--- src/rtl/voq_scheduler_pkg.sv ---
// Shared types and defaults for the egress VOQ scheduler.
package voq_scheduler_pkg;

  localparam int unsigned MEM_ADDR_W        = 12;
  localparam int unsigned VOQ_SCHED_BACKOFF = 8;

  typedef enum logic [1:0] {
    ST_ISSUE,
    ST_WAIT,
    ST_BACKOFF
  } sched_state_e;

endpackage

--- src/rtl/voq_scheduler_rr_index_next.sv ---
// Round-robin successor index; wraps by compare-and-clear so non-power-of-2 counts work.
module rr_index_next #(
  parameter  int unsigned N = 4,
  localparam int unsigned W = $clog2(N)
) (
  input  logic [W-1:0] i_idx,
  output logic [W-1:0] o_next
);

  always_comb begin
    o_next = '0;
    if (i_idx != W'(N - 1)) begin
      o_next = i_idx + 1'b1;
    end
  end

endmodule

--- src/rtl/voq_scheduler.sv ---
// Polls NUM_VOQ queues round-robin with one outstanding pop and forwards each
// returned pointer, tagged with its source, over a valid/ready output register.
module voq_scheduler
  import voq_scheduler_pkg::*;
#(
  parameter  int unsigned NUM_VOQ     = 4,
  parameter  int unsigned ADDR_W      = MEM_ADDR_W,
  parameter  int unsigned BACKOFF_CYC = VOQ_SCHED_BACKOFF,
  localparam int unsigned SRC_W       = $clog2(NUM_VOQ)
) (
  input  logic                             clk,
  input  logic                             rst_n,
  output logic [NUM_VOQ-1:0]               voq_read_req_o,
  input  logic [NUM_VOQ-1:0][ADDR_W-1:0]   voq_ptr_i,
  input  logic [NUM_VOQ-1:0]               voq_ptr_valid_i,
  output logic [ADDR_W-1:0]                out_ptr_o,
  output logic [SRC_W-1:0]                 out_src_o,
  output logic                             out_valid_o,
  input  logic                             out_ready_i,
  output logic                             idle_o
);

  localparam int unsigned BO_W = $clog2(BACKOFF_CYC) + 1;

  sched_state_e        r_state;
  logic [SRC_W-1:0]    r_rr;
  logic [SRC_W-1:0]    r_sel;
  logic [SRC_W-1:0]    r_miss;
  logic [BO_W-1:0]     r_bo;
  logic [ADDR_W-1:0]   r_out_ptr;
  logic [SRC_W-1:0]    r_out_src;
  logic                r_out_valid;

  logic                w_free;
  logic                w_issue;
  logic                w_hit;
  logic [SRC_W-1:0]    w_next;
  logic [NUM_VOQ-1:0]  w_req;

  rr_index_next #(.N(NUM_VOQ)) u_rr_next (
    .i_idx  (r_sel),
    .o_next (w_next)
  );

  assign w_free  = !r_out_valid || out_ready_i;
  assign w_issue = (r_state == ST_ISSUE) && w_free;
  assign w_hit   = voq_ptr_valid_i[r_sel];

  // The pop must go out in the issue cycle itself so the response lands in
  // ST_WAIT; gating with rst_n keeps the request low while reset is held.
  always_comb begin
    w_req = '0;
    if (w_issue && rst_n) begin
      w_req[r_rr] = 1'b1;
    end
  end

  always_ff @(posedge clk or negedge rst_n) begin
    if (!rst_n) begin
      r_state     <= ST_ISSUE;
      r_rr        <= '0;
      r_sel       <= '0;
      r_miss      <= '0;
      r_bo        <= '0;
      r_out_ptr   <= '0;
      r_out_src   <= '0;
      r_out_valid <= 1'b0;
    end else begin
      if (r_out_valid && out_ready_i) begin
        r_out_valid <= 1'b0;
      end
      case (r_state)
        ST_ISSUE: begin
          if (w_free) begin
            r_sel   <= r_rr;
            r_state <= ST_WAIT;
          end
        end
        ST_WAIT: begin
          r_rr <= w_next;
          if (w_hit) begin
            r_out_ptr   <= voq_ptr_i[r_sel];
            r_out_src   <= r_sel;
            r_out_valid <= 1'b1;
            r_miss      <= '0;
            r_state     <= ST_ISSUE;
          end else if (r_miss == SRC_W'(NUM_VOQ - 1)) begin
            r_bo    <= BO_W'(BACKOFF_CYC - 1);
            r_state <= ST_BACKOFF;
          end else begin
            r_miss  <= r_miss + 1'b1;
            r_state <= ST_ISSUE;
          end
        end
        ST_BACKOFF: begin
          if (r_bo == '0) begin
            r_miss  <= '0;
            r_state <= ST_ISSUE;
          end else begin
            r_bo <= r_bo - 1'b1;
          end
        end
        default: r_state <= ST_ISSUE;
      endcase
    end
  end

  assign voq_read_req_o = w_req;
  assign out_ptr_o      = r_out_ptr;
  assign out_src_o      = r_out_src;
  assign out_valid_o    = r_out_valid;
  assign idle_o         = (r_state == ST_BACKOFF);

endmodule

--- config.mk ---
export PLATFORM = sky130hd
export DESIGN_NAME = voq_scheduler
export DESIGN_NICKNAME = d
export VERILOG_FILES = /design/src/rtl/voq_scheduler_pkg.sv /design/src/rtl/voq_scheduler_rr_index_next.sv /design/src/rtl/voq_scheduler.sv
export SDC_FILE = /design/constraint.sdc
export NUM_CORES = 1
export LEC_CHECK = 0
export ABC_AREA = 1
export CAP_MARGIN = 20
export CORE_MARGIN = 8
export CORE_UTILIZATION = 35
export DETAILED_ROUTE_END_ITERATION = 6
export GPL_ROUTABILITY_DRIVEN = 1
export MAX_ROUTING_LAYER = met4
export PLACE_DENSITY = 0.8
export SYNTH_ARGS = -nofsm -noshare
export SYNTH_HDL_FRONTEND = slang
export SYNTH_SLANG_ARGS = --single-unit
--- constraint.sdc ---
create_clock -name clk -period 1.8 [get_ports clk]
set_input_delay 0.54 -clock clk [delete_from_list [all_inputs] [get_ports clk]]
set_output_delay 0.54 -clock clk [all_outputs]
set_load 0.02 [all_outputs]
; ---- After elaboration in Yosys (flattened, before gate mapping)
; Index checks and enable logic that the tools add are counted.
[classes]
add_sub_neg = 3
magnitude_cmp = 3
eq_ne = 10
mux = 23
n_reduce_logical = 14
[op_table]
columns = operator, count
row1 = binary-select mux 12 bit (select 2 bit), 1
row2 = 2-to-1 mux 4 bit, 4
row3 = 2-to-1 mux 2 bit, 7
row4 = 2-to-1 mux 12 bit, 1
row5 = "inequality test 2 bit, second input constant", 5
row6 = one-hot mux 4 bit (2 select lines), 1
row7 = "less-than comparator 2 x 3 -> 1 bit, second input constant", 2
row8 = one-hot mux 2 bit (3 select lines), 1
row9 = AND reduction 2 bit, 3
row10 = 2-to-1 mux 1 bit, 5
row11 = "adder 2 x 1 -> 2 bit, second input constant", 2
row12 = "== test 2 bit, second input constant", 2
row13 = logical AND 1 bit, 4
row14 = zero test 4 bit, 1
row15 = one-hot mux 2 bit (2 select lines), 1
row16 = AND reduction 4 bit, 1
row17 = "subtractor 4 x 1 -> 4 bit, second input constant", 1
row18 = "inequality test 3 bit, second input constant", 1
row19 = AND reduction 3 bit, 1
row20 = binary-select mux 1 bit (select 2 bit), 1
row21 = demux 1 bit (select 2 bit), 1
row22 = "== test 2 x 1 -> 1 bit, second input constant", 1
row23 = ">= comparator 2 x 1 -> 1 bit, second input constant", 1
row24 = zero test 2 bit, 1
row25 = 4 further kinds, 4
[totals]
register_bits = 27
out_inout_bits = 20

; ---- Logic depth before layout (Yosys ltp)
; Gate-level depths: netlist of the first run.
[depth]
depth_word = 5
ltp_mapped = 10
mapped_depth_nobuf = 9

; ---- By module
; Synthesis of the first run repeated with hierarchy kept, for this count alone.
[unflattened]
hier_cells = 213
area_unflattened_um2 = 1587.8
[by_module_without_submodules]
columns = mod, instances, cells_each, area_per_inst_um2
row1 = voq_scheduler, 1, 211, 1571.5
row2 = rr_index_next, 1, 2, 16.3

; ---- Worst setup path after synthesis of the first run
; Ideal clock, no wire load.
[synth_path]
kind = input -> output
from = in out_ready_i
to = out voq_read_req_o[1]
arrival_time_ps = 1366
setup_slack_ps = -106
cell_stages = 4
n_path_buf = 0
cell_sequence = nor2_1 > nor3_2 > nand2_1 > nor3_1
[synth_via]
elab_chain_len = 4
[synth_lines]
columns = item, line
row1 = start: declaration, voq_scheduler.sv:19  ; input logic out_ready_i,
row2 = logical OR 1 bit, voq_scheduler.sv:45  ; assign w_free = !r_out_valid || out_ready_i;
row3 = logical AND 1 bit, voq_scheduler.sv:46  ; assign w_issue = (r_state == ST_ISSUE) && w_free;
row4 = logical AND 1 bit, voq_scheduler.sv:53  ; if (w_issue && rst_n) begin
row5 = 2-to-1 mux 4 bit, voq_scheduler.sv:53
row6 = end: declaration, voq_scheduler.sv:13  ; output logic [NUM_VOQ-1:0] voq_read_req_o,
; Every way passes these cells.

; ---- Worst setup path after layout of the first run
[layout_path]
from = in out_ready_i
to = out voq_read_req_o[0]
; Same word-level chain as after synthesis.

==> impl_metrics.csv, run 1 <==
group,metric,value,unit
power_and_ir_drop,p_leak,1.288,nW
detailed_routing,drc_errors,0,
grt,grtUsageMet1,18.55,%
timing,timing_worst_slew_pin_value,0.3340,ns
clock_network,tritoncts.num_buffers,3,
synth,synth_seq_area_share,43.17,%
clock_network,cts_root_buf,"clkbuf_8",
grt,grt_use_met3,2.051,%
layout,post_layout_util,58.39,%
worst_setup_path,worst_setup_path_start_kind,"input pin",
grt,grtUsageMet2,22.77,%
synth,syn_area,1565,µm²
synth,synth.yosys.warnings,0,
synth,syn_inst,210,
grt,gr-usage-all-layers,14.49,%
clock_network,clock_sinks,27,
synth,synth_enable_flop_cells,0,
detailed_routing,detailroute.via_count,1732,
detailed_routing,vias_per_cell,4.949,
synth,synth_top_cell_by_area,"dfrtp_1",
timing,clock_skew,0.007881,ns
worst_hold_path,hold_path_class,"in -> async",
run_status,failed_checks,"negative setup slack",
timing,max-slew-margin-rel,77.73,%
worst_setup_path,cpMostUsedCell,"nor3_2",
synth,syn_nets,268,
timing,timing.final.max_slew_violations,0,
synth,postSynthRegisterBits,27,
worst_setup_path,cell_chain_critical_path,"clkdlybuf4s15_1 -> nor2_2 -> nor3_2 -> nand2_1 -> nor3_2 -> buf_4",
worst_setup_path,critical_path_required,1.26,ns
synth,netlist-cell-type-count,28,
synth,postSynth.topFlopCell,"dfrtp_1",
run_status,run_status,"finished, violations left",
grt,grt_first_pass_wirelength,8.259,mm
clock_network,insertion_delay,0.27,ns
synth,synth_top_cell_area_share,43.17,%
worst_setup_path,cp_max_fanout,2,
clock_network,ctsHtreeMaxLevel,1,
flow_run,max_cap_viol_count,0,
die,fp.dieH,82.88,µm
power_and_ir_drop,ir_worst_vdd,0.6711,mV
grt,antenna_violations_before_repair,0,
synth,most_used_standard_cell_by_instance_count_after_synthesis,"nand2_1",
timing,final_critical_path_share_of_the_clock_period,115.2,%
detailed_routing,detail_route.wirelength,5.153,mm
worst_setup_path,cpPeakStageDelay,0.23,ns
synth,synth.cells.most_frequent,"63 x nand2_1, 30 x nor2_1, 29 x o21ai_0",
timing,fmax,482.4,MHz
timing,timing.setup.tns,-0.9579,ns
detailed_routing,drt-wirelength-per-cell,14.72,µm
worst_setup_path,critical-path-slowest-cell,"clkdlybuf4s15_1",
grt,grt_pass1_vias,1651,
grt,global_route.overflow_total,0,
die,core.rowCount,24,
placed_design,place_worst_setup_slack,-0.9308,ns
detailed_routing,drtPass1Iterations,4,
worst_setup_path,crit-reg2reg-capture,"r_miss[0]",
worst_setup_path,reg2reg_slack,0.33,ns
die,dieArea,6868,µm²
clock_network,tritoncts,"built",
detailed_routing,antenna_violating_nets_post_route,0,
clock_network,clk_pin_slew,0.10,ns
timing,hold_violation_count_in_the_final_report,0,
timing,period_needed,2.073,ns
power_and_ir_drop,power-per-cell-area,1549,nW/µm²
worst_setup_path,crit_end_element,"output pin",
grt,grt_busiest_layer,"met2",
worst_setup_path,regToRegStartpoint,"r_bo[0]",
timing,fin_hold_ws,0.4124,ns
worst_setup_path,rr_worst_depth,8,
grt,maximum_number_of_pins_on_one_net_before_global_route_repair,26,
placed_design,post-dp-hpwl,3.805,mm
worst_setup_path,worstPathArrival,1.53,ns
clock_network,cts_max_path_buffers,2,
synth,ys_async_sr_fraction,100.0,%
synth,synth.area.top_cells,"dfrtp_1 43%, nand2_1 15%, o21ai_0 9.3%, nor2_1 7.2%, o22ai_1 4.8%",
die,die_w,82.88,µm
layout,drive_above_1_share,16.44,%
placed_design,port_buffers,74,
layout,layout.nets,357,
timing,finish_stage_setup_viols,4,
synth,syn-mean-instance-area,7.454,µm²
die,initial_core_util,36.20,%
worst_setup_path,worstSetupPathType,"in -> out",
placed_design,routabilityCongestion,0.8463,
timing,postLayoutSetupSlackWorst,-0.2732,ns
detailed_routing,detailedRoute.firstIterationViolations,78,
timing,rsz_0062_raised_after_global_routing,"yes",
die,core-area,4324,µm²
layout,areaGrowthSynthToFinish,61.31,%
layout,diodes,0,
die,num_io_pins,75,
[cell families after synthesis]
family                     after synthesis  share of synthesized area [%]
xor gates and xnor gates                 1                         0.5597
and+or+nand+nor                        108                          29.58
AOI/OAI and AO/OA                       48                          17.11
DFF                                     27                          43.17
buffers and inverters                   23                          7.194
adders and majority gates                3                          2.398
[per-stage QoR]
step	total power [W]	cells	area [µm²]
final	0.003911	350	2525
after detailed placement	0.003515	342	2429
after global placement	0.003467	342	2429
after global routing	0.004246	350	2525
after floorplan	0.002566	210	1565
after CTS	0.003821	347	2470
[power by group]
part,switching [W],internal (W)
combinational,0.00140,0.00103
clock,0.000190,0.000155
sequential,0.000238,0.000896
total,0.00183,0.00208
[layer usage]
layer	wire, µm	vias up
met4	81	0
li1	-	862
met1	2340	807
met2	2515	57
met5	0	-
met3	216	6
[how the worst max path moves through the flow]
stage,startpoint,slack (ns),endpoint,depth (start not counted)
floorplan,out_ready_i,-0.11,voq_read_req_o[1],4
global placement,out_ready_i,-0.85,voq_read_req_o[1],6
detailed placement,out_ready_i,-0.93,voq_read_req_o[1],6
CTS,out_valid_o,-0.25,voq_read_req_o[1],6
global route,out_ready_i,-0.30,voq_read_req_o[0],6
finish,out_ready_i,-0.27,voq_read_req_o[0],6
[sequential cells by signal (all words and copies together), names as in the netlist]
register	count
out_ptr_o	12
out_src_o	2
out_valid_o	1
r_bo	4
r_miss	2
r_rr	2
r_sel	2
r_state	2
[area by class of cell]
type / instances / area (µm²)
clock buffers: 3 / 41.29
clock inverters: 1 / 5.005
fillers: 406 / 1799
inverters: 14 / 57.56
multi-input cells: 160 / 807.0
flip-flops and latches: 27 / 675.6
well taps: 52 / 65.06
repair buffers: 93 / 873.3
[critical path: cells and delay by family]
kind                   cells  cell delay [ns]
and+or+nand+nor            4             0.59
buffers and inverters      2             0.41
[cell usage in the layout, fill, tap and decap left out]
cell type        count
nand2_1             62
clkdlybuf4s50_1     52
o21ai_0             29
nor2_1              29
dfrtp_1             27
buf_4               24
o22ai_1             12
inv_1                8
dlygate4sd2_1        8
dlymetal6s2s_1       7
nor3_2               5
inv_2                4
nand3_1              4
ha_1                 3
clkbuf_8             3
nand2_4              2
inv_4                2
nand3_2              2
a21oi_1              2
nor2_2               1
nand2_2              1
nor2_8               1
o21ai_1              1
o31ai_1              1
o21ai_2              1
a21oi_2              1
a21boi_0             1
and2_1               1
xor2_1               1
clkinv_2             1
clkdlybuf4s15_1      1
buf_2                1
[timing repair]
| action | in CTS | in global routing |
|---|---|---|
| setup endpoints to repair | 13 | 12 |
| pin swaps | 3 | 6 |
| buffers inserted | 1 | 3 |
| hold buffers | 0 | 0 |
| gates resized for setup | 39 | 16 |
No activity file was read; power rests on OpenSTA's default activity.
==> inputs of run 2 (changes only) <==
==> constraint.sdc (replaced) <==
create_clock -name clk -period 2.17 [get_ports clk]
set_input_delay 0.651 -clock clk [delete_from_list [all_inputs] [get_ports clk]]
set_output_delay 0.651 -clock clk [all_outputs]
set_load 0.02 [all_outputs]
==> impl_metrics.csv, run 2 (same netlist as run 1, synthesis figures left out) <==
group,metric,value,unit
placed_design,post-dp-hpwl,3.835,mm
worst_setup_path,rr_worst_depth,8,
layout,mostFrequentLayoutCells,"67 x clkdlybuf4s50_1, 62 x nand2_1, 29 x o21ai_0, 29 x nor2_1, 27 x dfrtp_1",
die,initial_core_util,36.20,%
die,fp.dieH,82.88,µm
worst_setup_path,critical_path_required,1.52,ns
detailed_routing,drc_errors,0,
grt,antenna_violations_before_repair,0,
grt,gr-usage-all-layers,14.99,%
clock_network,cts_max_path_buffers,2,
timing,max-slew-margin-rel,78.37,%
timing,hold_violation_count_in_the_final_report,0,
power_and_ir_drop,p_leak,1.141,nW
power_and_ir_drop,internal_power,0.001701,W
worst_setup_path,worst_setup_path_start_kind,"register",
clock_network,tritoncts.num_buffers,3,
die,dieArea,6868,µm²
timing,timing.final.max_slew_violations,0,
grt,global_route.overflow_total,0,
run_status,run_status,"finished, final reports clean",
detailed_routing,drt-wirelength-per-cell,14.53,µm
timing,postLayoutSetupSlackWorst,0.08373,ns
clock_network,clk_pin_slew,0.09,ns
worst_setup_path,cp_max_fanout,3,
clock_network,ctsHtreeMaxLevel,1,
detailed_routing,drtPass1Iterations,4,
layout,number_of_flip_flops_in_the_largest_register,12,
power_and_ir_drop,p_seq_share,29.8,%
clock_network,tritoncts,"built",
layout,diodes,0,
grt,grt_first_pass_wirelength,8.597,mm
detailed_routing,antenna_violating_nets_post_route,0,
timing,final_critical_path_share_of_the_clock_period,96.14,%
worst_setup_path,crit_end_element,"output pin",
grt,grt_pass1_vias,1749,
worst_hold_path,hold_path_class,"in -> async",
layout,areaGrowthSynthToFinish,56.43,%
power_and_ir_drop,ir_worst_vdd,0.5438,mV
placed_design,port_buffers,74,
layout,post_layout_util,56.63,%
power_and_ir_drop,power_frac_clock,8.9,%
clock_network,clock_sinks,27,
power_and_ir_drop,power.combinational.fraction,61.3,%
die,core-area,4324,µm²
detailed_routing,detailroute.via_count,1656,
die,num_io_pins,75,
clock_network,cts_root_buf,"clkbuf_8",
die,die_w,82.88,µm
flow_run,max_cap_viol_count,0,
power_and_ir_drop,report.power.total,0.003155,W
placed_design,place_worst_setup_slack,-0.7986,ns
detailed_routing,detailedRoute.firstIterationViolations,45,
power_and_ir_drop,swShare,46.09,%
timing,timing_worst_slew_pin_value,0.3244,ns
grt,maximum_number_of_pins_on_one_net_before_global_route_repair,29,
detailed_routing,vias_per_cell,4.842,
timing,rsz_0062_raised_after_global_routing,"no",
power_and_ir_drop,power-per-cell-area,1288,nW/µm²
worst_setup_path,worstPathArrival,1.44,ns
die,core.rowCount,24,
worst_setup_path,worstSetupPathType,"reg -> out",
layout,drive_above_1_share,12.76,%
timing,clock_skew,0.004423,ns
timing,fmax,479.3,MHz
power_and_ir_drop,total_switching_power,0.001454,W
timing,period_needed,2.086,ns
layout,final_common_cell,"clkdlybuf4s50_1",
detailed_routing,detail_route.wirelength,4.969,mm
placed_design,routabilityCongestion,0.8307,
timing,finish_stage_setup_viols,0,
clock_network,insertion_delay,0.27,ns
layout,layout.nets,349,
run 2: power by group through the flow:
stage	sequential [W]	clock [W]	combinational, W
3_3_place_gp	0.000925	0	0.00188
6_report	0.000939	0.000282	0.00193
3_5_place_dp	0.000930	0	0.00194
4_1_cts	0.000937	0.000292	0.00195
2_1_floorplan	0.00105	0	0.00108
5_1_grt	0.000980	0.000313	0.00216
run 2: worst max-delay path, cell delays in order, from the launching register on:
cell	delay (ns)
dfrtp_1	0.41
inv_2	0.07
nor2_2	0.05
nor3_4	0.17
nand2_2	0.11
nor3_1	0.18
buf_2	0.19
run 2: repair_timing:
action	CTS	global route
cloned	0	0
setup buffers	1	0
gates resized for setup	33	2
setup endpoints to repair	5	4
hold buffers	0	0
pin swaps	5	3
run 2: path summary, 6_finish.rpt:
kind,startpoint,endpoint,slack [ns]
max,out_valid_o,voq_read_req_o[3],0.08
min,rst_n,out_ptr_o[4],0.48
max reg2reg,r_sel[0],out_ptr_o[6],0.61
min reg2reg,out_ptr_o[2],out_ptr_o[2],0.49
max in group asynchronous,rst_n,out_ptr_o[10],1.35
min in group clk,out_ptr_o[2],out_ptr_o[2],0.49
run 2: area by class of cell:
type	instances	area, µm²
Multi-Input combinational cell	160	798.3
Fill cell	423	1876
Timing Repair Buffer	85	807.0
Clock buffer	4	45.04
Tap cell	52	65.06
Inverter	14	57.56
Sequential cell	27	675.6
run 2: layer usage:
layer | GRT usage (%) | vias to the layer above | part of all wire [%]
met4 | 5.431 | 0 | 2.1
li1 | - | 845 | -
met5 | - | - | 0
met2 | 24.47 | 51 | 49
met1 | 17.79 | 752 | 44
met3 | 3.027 | 8 | 4.5
run 2: stage by stage:
step | area [µm²] | setup TNS [ns] | instances | hold slack [ns]
2_1_floorplan | 1565 | 0 | 210 | 0.3554
3_3_place_gp | 2391 | -2.725 | 337 | 0.4597
3_5_place_dp | 2391 | -3.054 | 337 | 0.4690
4_1_cts | 2440 | -0.02148 | 342 | 0.4900
5_1_grt | 2449 | 0 | 342 | 0.5034
6_report | 2449 | 0 | 342 | 0.4848
==> inputs of run 3 (changes only) <==
--- a/config.mk
+++ b/config.mk
@@ -13,6 +13,7 @@
 export GPL_ROUTABILITY_DRIVEN = 1
 export MAX_ROUTING_LAYER = met4
 export PLACE_DENSITY = 0.8
+export REMOVE_ABC_BUFFERS = 1
 export SYNTH_ARGS = -nofsm -noshare
 export SYNTH_HDL_FRONTEND = slang
 export SYNTH_SLANG_ARGS = --single-unit
==> impl_metrics.csv, run 3 (same netlist as run 1, synthesis figures left out) <==
group,metric,value,unit
timing,final_critical_path_share_of_the_clock_period,96.80,%
detailed_routing,routedLengthMet1,2.214,mm
clock_network,clock_sinks,27,
die,dieArea,6868,µm²
placed_design,routabilityCongestion,0.7690,
die,fp.dieH,82.88,µm
power_and_ir_drop,power-per-cell-area,1302,nW/µm²
grt,gr-usage-all-layers,14.51,%
detailed_routing,met3_wirelength,211,µm
layout,final_common_cell,"clkdlybuf4s50_1",
timing,timing.final.max_slew_violations,0,
detailed_routing,vias_per_cell,4.855,
detailed_routing,detail_route.wirelength,4.926,mm
detailed_routing,drtPass1Iterations,4,
power_and_ir_drop,p_leak,1.151,nW
die,num_io_pins,75,
timing,postLayoutSetupSlackWorst,0.06948,ns
detailed_routing,detailroute.wirelength.met2,2.432,mm
layout,layout.nets,352,
clock_network,cts_hold_buf,0,
timing,timing_worst_slew_pin_value,0.3206,ns
grt,maximum_number_of_pins_on_one_net_before_global_route_repair,29,
worst_setup_path,worstPathArrival,1.45,ns
worst_setup_path,cp_max_fanout,3,
clock_network,insertion_delay,0.27,ns
layout,areaGrowthSynthToFinish,57.15,%
die,die_w,82.88,µm
layout,number_of_flip_flops_in_the_largest_register,12,
worst_setup_path,crit_end_element,"output pin",
timing,finish_stage_setup_viols,0,
timing,clock_skew,0.008092,ns
grt,global_route.overflow_total,0,
clock_network,tritoncts.num_buffers,3,
grt,antenna_violations_before_repair,0,
detailed_routing,drc_errors,0,
layout,multi_input_area,789.5,µm²
timing,hold_violation_count_in_the_final_report,0,
layout,post_layout_util,56.89,%
timing,max-slew-margin-rel,78.63,%
detailed_routing,topRoutingLayerUsed,"met4",
layout,nFillCells,424,
flow_run,max_cap_viol_count,0,
run_status,run_status,"finished, final reports clean",
power_and_ir_drop,ir_worst_vdd,0.5619,mV
detailed_routing,detailroute.via_count,1675,
layout,register_area,675.6,µm²
clock_network,cts_max_path_buffers,2,
layout,diodes,0,
worst_hold_path,hold_path_class,"in -> async",
clock_network,clk_pin_slew,0.10,ns
worst_setup_path,worstSetupPathType,"in -> out",
die,core.rowCount,24,
clock_network,tritoncts,"built",
clock_network,ctsHtreeMaxLevel,1,
timing,period_needed,2.101,ns
timing,timing.setup.tns,0,ns
grt,grt_first_pass_wirelength,8.355,mm
detailed_routing,antenna_violating_nets_post_route,0,
timing,fmax,476.1,MHz
grt,grt_pass1_vias,1741,
layout,drive_above_1_share,13.65,%
die,core-area,4324,µm²
worst_setup_path,critical_path_required,1.52,ns
clock_network,cts_root_buf,"clkbuf_8",
placed_design,place_worst_setup_slack,-0.7255,ns
layout,mostFrequentLayoutCells,"67 x clkdlybuf4s50_1, 63 x nand2_1, 29 x o21ai_0, 29 x nor2_1, 27 x dfrtp_1",
detailed_routing,detailedRoute.firstIterationViolations,66,
worst_setup_path,worst_setup_path_start_kind,"input pin",
detailed_routing,drt-wirelength-per-cell,14.28,µm
die,initial_core_util,36.20,%
placed_design,port_buffers,74,
placed_design,post-dp-hpwl,3.707,mm
run 3: power by group:
| part | internal, W | switching (W) | total [W] |
|---|---|---|---|
| clock | 0.000130 | 0.000163 | 0.000293 |
| sequential | 0.000744 | 0.000170 | 0.000914 |
| combinational | 0.000857 | 0.00114 | 0.00200 |
run 3: critical path, stage by stage:
cell and delay, ns:
buf_2 0.09, nor2_2 0.04, nor3_2 0.16, nand2_1 0.13, nor3_1 0.18, buf_2 0.19
run 3: metal layers:
metal	vias to the layer above	global-route usage, %
li1	854	-
met1	768	17.18
met2	49	24.82
met3	4	2.441
met4	0	3.674
met5	-	-
run 3: through the flow:
stage | instance area (µm²) | power (W) | hold WS, ns | std cells
after floorplan | 1510 | 0.002032 | 0.3554 | 201
after global placement | 2391 | 0.002803 | 0.4564 | 337
after detailed placement | 2391 | 0.002867 | 0.4646 | 337
after CTS | 2445 | 0.003204 | 0.4717 | 344
after global routing | 2460 | 0.003505 | 0.4876 | 345
final | 2460 | 0.003203 | 0.4699 | 345
run 3: layout make-up:
cell class | instances | share of cell area (%)
clock buffers | 3 | 1.679
clock inverters | 1 | 0.3052
inverters | 14 | 2.340
multi-input cells | 160 | 32.10
flip-flops and latches | 27 | 27.47
well taps | 52 | 2.645
repair buffers | 88 | 33.47
run 3: path summary, 6_finish.rpt:
kind                       slack, ns         start  cells past startpoint                end
max reg2reg                     0.59      r_sel[0]                      6            r_bo[1]
min                             0.47         rst_n                      2            r_bo[3]
min reg2reg                     0.49  out_ptr_o[3]                      2       out_ptr_o[3]
max in group asynchronous       1.39         rst_n                      2       out_ptr_o[3]
max                             0.07   out_ready_i                      6  voq_read_req_o[1]
min in group clk                0.49  out_ptr_o[3]                      2       out_ptr_o[3]
run 3: repair_timing:
action | 4_1_cts | 5_1_grt
resized for setup | 29 | 3
buffers inserted | 3 | 1
pin swaps | 3 | 2
setup endpoints to repair | 5 | 3
